[config.mk]
export PLATFORM = sky130hd
export DESIGN_NAME = instr_fetch_unit
export DESIGN_NICKNAME = d
export VERILOG_FILES = /design/src/rtl/ifu_pkg.sv /design/src/rtl/ifu_lat_counter.sv /design/src/rtl/instr_fetch_unit.sv
export SDC_FILE = /design/constraint.sdc
export NUM_CORES = 1
export LEC_CHECK = 0
export CORE_ASPECT_RATIO = 0.5
export CORE_UTILIZATION = 30
export CTS_CLUSTER_SIZE = 24
export DETAILED_ROUTE_END_ITERATION = 8
export DONT_BUFFER_PORTS = 1
export PLACE_DENSITY = 0.52
export SLEW_MARGIN = 15
export SYNTH_ARGS = -nofsm -noshare
export SYNTH_HDL_FRONTEND = slang
export SYNTH_HIERARCHICAL = 1
export SYNTH_SLANG_ARGS = --single-unit
[constraint.sdc]
create_clock -name clk -period 3.2 [get_ports clk]
set_input_delay 0.64 -clock clk [delete_from_list [all_inputs] [get_ports clk]]
set_output_delay 0.64 -clock clk [all_outputs]
set_load 0.05 [all_outputs]
[src/rtl/ifu_pkg.sv]
// Shared types and helpers for the instruction fetch unit.
//   state_t         : fetch FSM states
//   DEF_*           : localparams for the default configuration
//   instr_width()   : packed instruction word width for a configuration
//   len_code_width(): width of the length field in the opcode byte
//   len_from_opcode(): instruction length from the opcode's length field
package ifu_pkg;

  typedef enum logic [1:0] {
    FETCH = 2'd0,
    WAIT  = 2'd1,
    SEND  = 2'd2
  } state_t;

  localparam int DEF_BYTE_W    = 8;
  localparam int DEF_MAX_BYTES = 2;
  localparam int DEF_INSTR_W   = DEF_MAX_BYTES * DEF_BYTE_W;
  localparam int DEF_LW        = $clog2(DEF_MAX_BYTES);

  function automatic int instr_width(input int byte_w, input int max_bytes);
    return byte_w * max_bytes;
  endfunction

  function automatic int len_code_width(input int max_bytes);
    return $clog2(max_bytes);
  endfunction

  // Length field holds len-1; codes beyond the widest instruction saturate.
  function automatic int len_from_opcode(input int len_code, input int max_bytes);
    if (len_code + 1 > max_bytes) return max_bytes;
    return len_code + 1;
  endfunction

endpackage

[src/rtl/ifu_lat_counter.sv]
// Memory latency timer for one byte read.
//   clk      : clock
//   reset    : synchronous, active-low reset
//   load     : start timing a read (loads MEM_LAT)
//   flush    : abandon the read in flight
//   count_en : counting enabled (FSM is waiting on memory)
//   done     : this is the cycle at whose end mem_data is captured
module ifu_lat_counter #(
  parameter int MEM_LAT = 1
) (
  input  logic clk,
  input  logic reset,
  input  logic load,
  input  logic flush,
  input  logic count_en,
  output logic done
);

  logic [2:0] cnt;

  always_ff @(posedge clk) begin
    if (!reset) begin
      cnt <= '0;
    end else if (flush) begin
      cnt <= '0;
    end else if (load) begin
      cnt <= 3'(MEM_LAT);
    end else if (count_en && cnt != '0) begin
      cnt <= cnt - 3'd1;
    end
  end

  // Terminal count is 1 rather than 0 so the capture lands on the last wait cycle.
  assign done = count_en && (cnt == 3'd1);

endmodule

[src/rtl/instr_fetch_unit.sv]
// Instruction fetch engine: reads variable-length instructions byte by byte
// from program memory, packs them MSB-first and hands them to the decoder.
//   clk, reset            : clock, synchronous active-low reset
//   enable                : allow a new instruction to start
//   jump_valid, jump_addr : redirect the program counter
//   mem_rd, mem_addr      : one-cycle read strobe and address per byte
//   mem_data              : read data, valid MEM_LAT cycles after mem_rd
//   dec_start, dec_ready  : decoder handshake
//   dec_instr             : packed instruction, opcode in MSBs
//   dec_len, dec_pc       : byte count and opcode address
module instr_fetch_unit
  import ifu_pkg::*;
#(
  parameter int BYTE_W    = DEF_BYTE_W,
  parameter int MAX_BYTES = DEF_MAX_BYTES,
  parameter int ADDR_W    = 8,
  parameter int MEM_LAT   = 1,
  parameter int RESET_PC  = 0
) (
  input  logic                          clk,
  input  logic                          reset,
  input  logic                          enable,
  input  logic                          jump_valid,
  input  logic [ADDR_W-1:0]             jump_addr,
  output logic                          mem_rd,
  output logic [ADDR_W-1:0]             mem_addr,
  input  logic [BYTE_W-1:0]             mem_data,
  output logic                          dec_start,
  input  logic                          dec_ready,
  output logic [MAX_BYTES*BYTE_W-1:0]   dec_instr,
  output logic [$clog2(MAX_BYTES):0]    dec_len,
  output logic [ADDR_W-1:0]             dec_pc
);

  localparam int IW = instr_width(BYTE_W, MAX_BYTES);
  localparam int LW = len_code_width(MAX_BYTES);
  localparam int CW = LW + 1;

  state_t            state;
  logic [ADDR_W-1:0] pc;
  logic [CW-1:0]     idx;
  logic              lat_done;

  logic [LW-1:0]     len_code;
  logic [CW-1:0]     new_len;
  logic [CW-1:0]     cur_len;
  logic [CW-1:0]     idx_next;
  logic              last_byte;
  logic [ADDR_W-1:0] pc_inc;

  assign len_code  = mem_data[BYTE_W-1 -: LW];
  assign new_len   = CW'(len_from_opcode(int'(len_code), MAX_BYTES));
  // On the opcode byte the stored length is stale, so use the fresh decode.
  assign cur_len   = (idx == '0) ? new_len : dec_len;
  assign idx_next  = idx + CW'(1);
  assign last_byte = (idx_next >= cur_len);
  assign pc_inc    = pc + ADDR_W'(1);

  ifu_lat_counter #(
    .MEM_LAT (MEM_LAT)
  ) u_lat (
    .clk      (clk),
    .reset    (reset),
    .load     (state == FETCH && mem_rd),
    .flush    (jump_valid),
    .count_en (state == WAIT),
    .done     (lat_done)
  );

  // mem_rd is high for the single FETCH cycle that issues a read; when
  // entering FETCH from idle the strobe is raised one cycle later, but
  // between bytes of one instruction it is raised on the capture edge so
  // each byte costs exactly 1+MEM_LAT cycles.
  always_ff @(posedge clk) begin
    if (!reset) begin
      state     <= FETCH;
      pc        <= ADDR_W'(RESET_PC);
      idx       <= '0;
      mem_rd    <= 1'b0;
      mem_addr  <= '0;
      dec_start <= 1'b0;
      dec_instr <= '0;
      dec_len   <= '0;
      dec_pc    <= '0;
    end else if (jump_valid) begin
      state     <= FETCH;
      pc        <= jump_addr;
      idx       <= '0;
      mem_rd    <= 1'b0;
      mem_addr  <= '0;
      dec_start <= 1'b0;
    end else begin
      case (state)
        FETCH: begin
          if (mem_rd) begin
            mem_rd   <= 1'b0;
            mem_addr <= '0;
            state    <= WAIT;
          end else if (idx != '0 || enable) begin
            mem_rd   <= 1'b1;
            mem_addr <= pc;
          end
        end
        WAIT: begin
          if (lat_done) begin
            pc <= pc_inc;
            if (idx == '0) begin
              dec_instr <= {mem_data, {(IW-BYTE_W){1'b0}}};
              dec_len   <= new_len;
              dec_pc    <= pc;
            end else begin
              dec_instr[(MAX_BYTES-int'(idx))*BYTE_W-1 -: BYTE_W] <= mem_data;
            end
            if (last_byte) begin
              idx       <= '0;
              state     <= SEND;
              dec_start <= 1'b1;
            end else begin
              idx      <= idx_next;
              state    <= FETCH;
              mem_rd   <= 1'b1;
              mem_addr <= pc_inc;
            end
          end
        end
        SEND: begin
          if (dec_ready) begin
            dec_start <= 1'b0;
            idx       <= '0;
            state     <= FETCH;
          end
        end
        default: begin
          state <= FETCH;
        end
      endcase
    end
  end

endmodule
# Yosys cells after proc, flatten, opt, wreduce, memory -nomap -nowiden
# Cells that the tools add are included.
# op_classes
n_addsub	7
n_lt_le_gt_ge	2
n_eq_ne	9
shift	2
mux	33
bitwise_logic	2
n_reduce_logical	23
# ops
op	n
2-to-1 mux 8 bit	7
negator 7 -> 33 bit	1
variable shift 8 x 33 -> 23 bit, first input constant	1
variable part select 8 x 33 -> 23 bit	1
greater-than comparator 32 x 3 -> 1 bit, second input constant	1
2-to-1 mux 2 bit	9
bitwise mux 16 bit	1
2-to-1 mux 16 bit	1
case mux 8 bit (2 select lines)	1
AND reduction 3 bit	4
AND reduction 4 bit	3
nonzero test 2 bit	6
2-to-1 mux 1 bit	10
!= test 2 bit, second input constant	5
adder 8 x 1 -> 8 bit, second input constant	1
subtractor 6 x 2 -> 7 bit, second input constant	1
case mux 2 bit (3 select lines)	1
logical NOT 2 bit	2
case mux 1 bit (2 select lines)	2
case mux 2 bit (2 select lines)	1
equality test 3 x 1 -> 1 bit, second input constant	1
logical AND 1 bit	3
!= test 3 x 2 -> 1 bit, second input constant	1
nonzero test 3 bit	1
other kinds (12)	13
# totals
regBits	51
inputBits	21
out_inout_bits	36

# Logic depth before layout (Yosys ltp)
# Gate-level depths: netlist of the first run.
# depth
depth_word	9
ltp_mapped	11

# Hierarchy
# Netlist of the first run, hierarchy kept.
# modules_own_cells
mod	n_inst	cells_each	area_per_inst_um2
instr_fetch_unit	1	274	2373.5
ifu_lat_counter	1	20	197.7

# Least setup slack after synthesis of the first run
# Ideal clock, no wire load.
# synth_timing
kind	reg-to-reg
from	register idx[0]
to	register mem_addr[3]
setup_ps	134
arrival_time_ps	2447
slack_ps	619
stages_incl_launch_ff	12
n_path_buf	2
synth_period_minus_slack_ps	2581
cell_sequence	dfxtp_1 inv_1 ha_1 clkbuf_1 nor2_1 a21oi_1 ha_1 nand2b_1 a211oi_4 or2_1 buf_4 a311oi_2
# synth_via
elab_chain_len	5
word_cells_on_any_way	9
# synth_rtl
item	line	rtl
from (decl)	instr_fetch_unit.sv:41	logic [CW-1:0] idx;
from (signal assigned)	instr_fetch_unit.sv:119	idx <= idx_next;
logical NOT 2 bit	instr_fetch_unit.sv:54	assign cur_len = (idx == '0) ? new_len : dec_len;
2-to-1 mux 2 bit	n/a	
via cur_len[0]	instr_fetch_unit.sv:46	logic [CW-1:0] cur_len;
>= comparator 2 bit	instr_fetch_unit.sv:56	assign last_byte = (idx_next >= cur_len);
!= test 2 bit (no source line)	n/a	
AND reduction 4 bit (no source line)	n/a	
to (signal assigned)	instr_fetch_unit.sv:101	mem_addr <= pc;
to (signal assigned)	instr_fetch_unit.sv:122	mem_addr <= pc_inc;
to (decl)	instr_fetch_unit.sv:26	output logic [ADDR_W-1:0] mem_addr,
# The timed path passes the listed nets, and every way through them passes these cells.
# A chain may end at the register's enable or synchronous reset.

# Worst setup path in the final report of the first run
# layout_timing
from	register state[0]
to	register dec_pc[3]
# layout_via
elab_chain_len	3
# layout_rtl
item	line	rtl
from (decl)	instr_fetch_unit.sv:39	state_t state;
from (signal assigned)	instr_fetch_unit.sv:76	state <= FETCH;
from (signal assigned)	instr_fetch_unit.sv:86	state <= FETCH;
from (signal assigned)	instr_fetch_unit.sv:98	state <= WAIT;
equality test 2 x 1 -> 1 bit	instr_fetch_unit.sv:66	.count_en (state == WAIT),
logical AND 1 bit	ifu_lat_counter.sv:34	assign done = count_en && (cnt == 3'd1);
via lat_done	instr_fetch_unit.sv:42	logic lat_done;
AND reduction 4 bit (no source line)	n/a	
to (signal assigned)	instr_fetch_unit.sv:110	dec_pc <= pc;
to (decl)	instr_fetch_unit.sv:32	output logic [ADDR_W-1:0] dec_pc
# The timed path passes the listed nets, and every way through them passes these cells.

==> impl_metrics.env, run 1 <==
export IMPL_p_sw_share_pct=24.1
export IMPL_min_period_over_period_pct=82.9
export IMPL_maxCapViolCount=0
export IMPL_clock_sink_count=51
export IMPL_vias=2066
export IMPL_wire_per_inst_um=15.7
export IMPL_yosysSeqAreaShare_pct=39.7
export IMPL_holdWs_ns=0.415
export IMPL_drive_above_1_share_pct=9.22
export IMPL_antenna_found_initial=0
export IMPL_post_cts_buffers=0
export IMPL_wirelength_um=6360
export IMPL_dp_hpwl_um=4760
export IMPL_ys_ff_latch=51
export IMPL_core_area_mm2=0.00814
export IMPL_synthToLayoutAreaGrowth_pct=10.2
export IMPL_cp_max_fo=14
export IMPL_power_switching_mw=0.308
export IMPL_setup_worst_path_end_class="flip-flop"
export IMPL_io_buffer_count=0
export IMPL_die_area_mm2=0.00897
export IMPL_cts_hold_fix_buffers=0
export IMPL_arrival_ns=2.83
export IMPL_p_comb_share_pct=5.7
export IMPL_postLayoutCoreUtil_pct=34.8
export IMPL_status="complete, no violations"
export IMPL_hold_class="in -> reg"
export IMPL_power_frac_seq_pct=53.5
export IMPL_clockBufferDepth=2
export IMPL_worst_hold_path_endpoint="u_lat/cnt[0]$_SDFFE_PP0P_"
export IMPL_rsz0062_at_grt="false"
export IMPL_r2r_end="dec_pc[3]$_SDFFE_PN0P_"
export IMPL_grt_pass1_wl_um=10100
export IMPL_ant_nets=0
export IMPL_via_per_inst=5.10
export IMPL_overflow=0
export IMPL_final_common_cell="dfxtp_1"
export IMPL_post_cts_resized=0
export IMPL_synthFlopType="dfxtp_1"
export IMPL_netlist_area_mm2=0.00257
export IMPL_initial_core_util_pct=31.6
export IMPL_rows=23
export IMPL_place_congestion=0.806
export IMPL_fin_skew_ns=0.00538
export IMPL_first_pass_iters=4
export IMPL_p_int_mw=0.968
export IMPL_cts_tree="yes"
export IMPL_layout_common_cells="dfxtp_1, nand2_1, nand3_1"
export IMPL_worstPathRequired_ns=3.37
export IMPL_min_from="jump_valid"
export IMPL_period_minus_slack_ns=2.65
export IMPL_grtUsageTotal_pct=14.7
export IMPL_rrSetupSlack_ns=0.55
export IMPL_vdd_drop_max_mv=0.238
export IMPL_fmax_mhz=377
export IMPL_die_y_um=67.5
export IMPL_instances_no_fill=405
export IMPL_finalPower_mw=1.28
export IMPL_min_delay_path_depth=1
export IMPL_r2r_worst_path_cells=8
export IMPL_reg2reg_from="state[0]$_SDFFE_PP0P_"
export IMPL_slew_viol_final=0
export IMPL_p_per_area_mw_per_mm2=451
export IMPL_boundaryPins=57
export IMPL_path_clk_slew_ns=0.07
export IMPL_drt_iter0_markers=144
export IMPL_start_kind="flip-flop"
export IMPL_fin_nets=324
export IMPL_htreeDepth=2
export IMPL_crit_type="reg -> reg"
export IMPL_worstMarginPinSlew_ns=0.742
export IMPL_final_setup_tns_ns=0
export IMPL_grt_pass1_vias=1957
export IMPL_drc=0
export IMPL_diodes=0
export IMPL_synth_edf_count=0
export IMPL_leakage_nw=0.984
export IMPL_cts_root_buf="clkbuf_16"
export IMPL_cts_buffers_inserted=5
export IMPL_syn_area_per_cell_um2=8.75
export IMPL_clkLatencyLatePin_ns=0.29
export IMPL_hold_violations=0
export IMPL_place_inst=397
export IMPL_ys_types=45
export IMPL_synthArstFlopShare_pct=0
export IMPL_syn_num_nets=326
export IMPL_synth_warnings=6
export IMPL_die_x_um=133
export IMPL_clkPwrFrac_pct=40.8
export IMPL_setup_viol=0
export IMPL_grt_max_degree=38
export IMPL_synthCells=294
export IMPL_slew_limit_headroom_pct=50.1
-- flip-flops by register name, indices dropped and copies added (netlist names) --
signal     cells
idx            2
dec_len        2
mem_addr       8
dec_instr     16
dec_start      1
u_lat/cnt      3
mem_rd         1
state          2
dec_pc         8
pc             8
-- synthesized netlist by cell type (7+ instances only) --
master	instances	area share [%]
dfxtp_1	51	40
nand2_1	38	5.5
nand3_1	26	5.1
a21boi_0	23	6.7
nor2_1	13	1.9
a21oi_1	12	2.3
o21ai_0	12	2.3
ha_1	11	5.4
nor3_1	11	2.1
clkbuf_1	9	1.3
inv_1	9	1.3
and2_1	7	1.7
xnor2_1	7	2.4
-- layout make-up --
class	instances	area, um2
clock inverters	1	5.00
fillers	827	5310
inverters	10	37.5
well taps	112	140
clock buffers	7	133
flip-flops and latches	51	1020
multi-input cells	217	1440
repair buffers	7	52.6
-- power by group through the flow --
stage | sequential, mW | combinational, mW | clock (mW)
after floorplan | 0.690 | 0.0671 | 0
after global placement | 0.697 | 0.0715 | 0
after detailed placement | 0.697 | 0.0733 | 0
after CTS | 0.682 | 0.0735 | 0.533
after global routing | 0.685 | 0.0812 | 0.572
final | 0.683 | 0.0728 | 0.520
-- logic make-up (layout without fill, tap and decap cells) --
family                   after synthesis  in the layout  share of synthesized area, %
AO/OA/AOI/OAI                         77             77                          23.1
XOR/XNOR                               8              8                          2.73
adder cells (fa/ha/maj)               11             11                          5.35
buffers and inverters                 26             25                          4.38
flip-flops                            51             51                          39.7
multiplexers                           3              3                          1.17
AND/OR/NAND/NOR                      118            118                          23.6
-- critical path: stages (launching register included) --
cell      delay, ns
dfxtp_1        0.46
nand2b_1       0.25
inv_2          0.27
and3_1         0.33
nor4bb_2       0.57
buf_4          0.28
nand2_1        0.18
nand2_1        0.11
a21boi_0       0.08
-- layer usage --
metal | vias up | wire length [um] | GRT usage [%]
met2 | 44 | 2750 | 24.2
met5 | - | 0 | 0
met1 | 974 | 3000 | 17.6
met4 | 0 | 72 | 4.89
met3 | 9 | 533 | 6.08
li1 | 1039 | - | -
-- through the flow --
step                worst slack [ns]  instance area, um2
floorplan                      0.619                2570
global placement               0.587                2700
detailed placement             0.543                2700
CTS                            0.518                2830
global route                   0.246                2830
finish                         0.546                2830
-- how the worst max path moves through the flow --
stage | startpoint | endpoint | depth (start not counted)
after floorplan | idx[0]$_SDFFE_PP0P_ | mem_addr[3]$_SDFFE_PP0P_ | 11
after global placement | state[0]$_SDFFE_PP0P_ | dec_pc[0]$_SDFFE_PN0P_ | 8
after detailed placement | state[0]$_SDFFE_PP0P_ | dec_pc[4]$_SDFFE_PN0P_ | 8
after CTS | state[0]$_SDFFE_PP0P_ | dec_instr[3]$_SDFFE_PN0P_ | 7
after global routing | state[0]$_SDFFE_PP0P_ | dec_instr[12]$_SDFFE_PN0P_ | 7
final | state[0]$_SDFFE_PP0P_ | dec_pc[3]$_SDFFE_PN0P_ | 8
Note: power is estimated with default switching activity, not from simulation.
==> inputs of run 2 (changes only) <==
==> constraint.sdc (replaced) <==
create_clock -name clk -period 2.6 [get_ports clk]
set_input_delay 0.52 -clock clk [delete_from_list [all_inputs] [get_ports clk]]
set_output_delay 0.52 -clock clk [all_outputs]
set_load 0.05 [all_outputs]
==> impl_metrics.env, run 2 (same netlist as run 1, synthesis figures left out) <==
export IMPL_cp_num_buf_inv=2
export IMPL_place_area_mm2=0.00271
export IMPL_layout_common_cells="dfxtp_1, nand2_1, nand3_1"
export IMPL_worstMarginPinSlew_ns=0.677
export IMPL_path_delay_family="compound AO/OA/AOI/OAI gates"
export IMPL_cp_max_fo=9
export IMPL_maxCapViolCount=0
export IMPL_vdd_drop_max_mv=0.252
export IMPL_vias=2103
export IMPL_r2r_end="mem_addr[5]$_SDFFE_PP0P_"
export IMPL_core_area_mm2=0.00814
export IMPL_die_y_um=67.5
export IMPL_hold_class="in -> reg"
export IMPL_reg2reg_from="idx[0]$_SDFFE_PP0P_"
export IMPL_cts_root_buf="clkbuf_16"
export IMPL_slowest_stage="dfxtp_1"
export IMPL_cts_buffers_inserted=5
export IMPL_htreeDepth=2
export IMPL_p_per_area_mw_per_mm2=554
export IMPL_finalPower_mw=1.58
export IMPL_min_period_over_period_pct=91.4
export IMPL_cts_tree="yes"
export IMPL_clkLatencyLatePin_ns=0.29
export IMPL_fin_skew_ns=0.00700
export IMPL_slew_viol_final=0
export IMPL_path_common_cell="ha_1"
export IMPL_fmax_mhz=421
export IMPL_ant_nets=0
export IMPL_worstPathRequired_ns=2.80
export IMPL_initial_core_util_pct=31.6
export IMPL_post_cts_buffers=0
export IMPL_synthToLayoutAreaGrowth_pct=10.9
export IMPL_rrSetupSlack_ns=0.22
export IMPL_grt_pass1_wl_um=10300
export IMPL_top_register="dec_instr"
export IMPL_wirelength_um=6400
export IMPL_clockBufferDepth=2
export IMPL_grtUsageTotal_pct=15.1
export IMPL_setup_viol=0
export IMPL_drc=0
export IMPL_slew_limit_headroom_pct=54.7
export IMPL_overflow=0
export IMPL_rows=23
export IMPL_clock_sink_count=51
export IMPL_start_kind="flip-flop"
export IMPL_final_setup_tns_ns=0
export IMPL_antenna_found_initial=0
export IMPL_post_cts_resized=0
export IMPL_worst_hold_path_endpoint="u_lat/cnt[0]$_SDFFE_PP0P_"
export IMPL_postLayoutCellArea_mm2=0.00285
export IMPL_die_area_mm2=0.00897
export IMPL_worstPathCellList="inv_1 > ha_1 > a21oi_1 > ha_1 > nand2b_1 > a211oi_4 > buf_4 > nor3_1 > a311oi_2"
export IMPL_wire_per_inst_um=15.7
export IMPL_diodes=0
export IMPL_final_common_cell="dfxtp_1"
export IMPL_cts_hold_fix_buffers=0
export IMPL_via_per_inst=5.17
export IMPL_crit_start="idx[0]$_SDFFE_PP0P_"
export IMPL_first_pass_iters=4
export IMPL_setup_worst_path_end_class="flip-flop"
export IMPL_place_congestion=0.804
export IMPL_grt_pass1_vias=1971
export IMPL_r2r_worst_path_cells=9
export IMPL_drive_above_1_share_pct=10.2
export IMPL_min_delay_path_depth=1
export IMPL_hold_violations=0
export IMPL_grt_max_degree=38
export IMPL_boundaryPins=57
export IMPL_critPathMaxStageDelay_ns=0.40
export IMPL_path_clk_slew_ns=0.07
export IMPL_period_minus_slack_ns=2.38
export IMPL_arrival_ns=2.57
export IMPL_min_from="jump_valid"
export IMPL_nFillCells=847
export IMPL_rsz0062_at_grt="false"
export IMPL_largest_register_ffs=16
export IMPL_dp_hpwl_um=4730
export IMPL_leakage_nw=0.997
export IMPL_status="complete, no violations"
export IMPL_drt_iter0_markers=151
export IMPL_die_x_um=133
export IMPL_fin_nets=326
export IMPL_crit_type="reg -> reg"
export IMPL_io_buffer_count=0
run 2: worst max path at each step:
stage / depth (start not counted) / end / slack [ns]
floorplan: 11 / mem_addr[3]$_SDFFE_PP0P_ / 0.02
global placement: 8 / mem_addr[5]$_SDFFE_PP0P_ / 0.21
detailed placement: 8 / mem_addr[5]$_SDFFE_PP0P_ / 0.14
CTS: 8 / mem_addr[5]$_SDFFE_PP0P_ / 0.12
global route: 9 / mem_addr[5]$_SDFFE_PP0P_ / 0.06
finish: 9 / mem_addr[5]$_SDFFE_PP0P_ / 0.22
run 2: power by group:
group	switching (mW)	leakage, nW	total [mW]	internal, mW
sequential	0.0441	0.414	0.841	0.797
clock	0.288	0.0679	0.645	0.357
combinational	0.0531	0.516	0.0927	0.0397
run 2: per-layer routing:
metal	track usage (%)	share of wire, %	wire [um]	up-vias
li1	-	-	-	1042
met2	24.1	44	2800	51
met4	3.59	1.0	65	0
met5	0	0	0	-
met1	18.3	46	2950	1004
met3	7.58	9.0	576	6
run 2: layout make-up:
cell class | instances | area [um2] | share of cell area, %
Inverter | 10 | 37.5 | 1.32
Multi-Input combinational cell | 217 | 1450 | 50.7
Tap cell | 112 | 140 | 4.92
Clock buffer | 7 | 133 | 4.65
Clock inverter | 1 | 5.00 | 0.176
Timing Repair Buffer | 9 | 67.6 | 2.37
Sequential cell | 51 | 1020 | 35.8
run 2: metrics by stage:
stage / worst slack (ns) / instances / util [%] / hold WS (ns)
floorplan: 0.0188 / 294 / - / 0.453
global placement: 0.215 / 399 / 33.3 / 0.478
detailed placement: 0.139 / 399 / 33.3 / 0.501
CTS: 0.119 / 407 / 35.0 / 0.290
global route: 0.0604 / 407 / 35.0 / 0.279
finish: 0.223 / 407 / 35.0 / 0.300
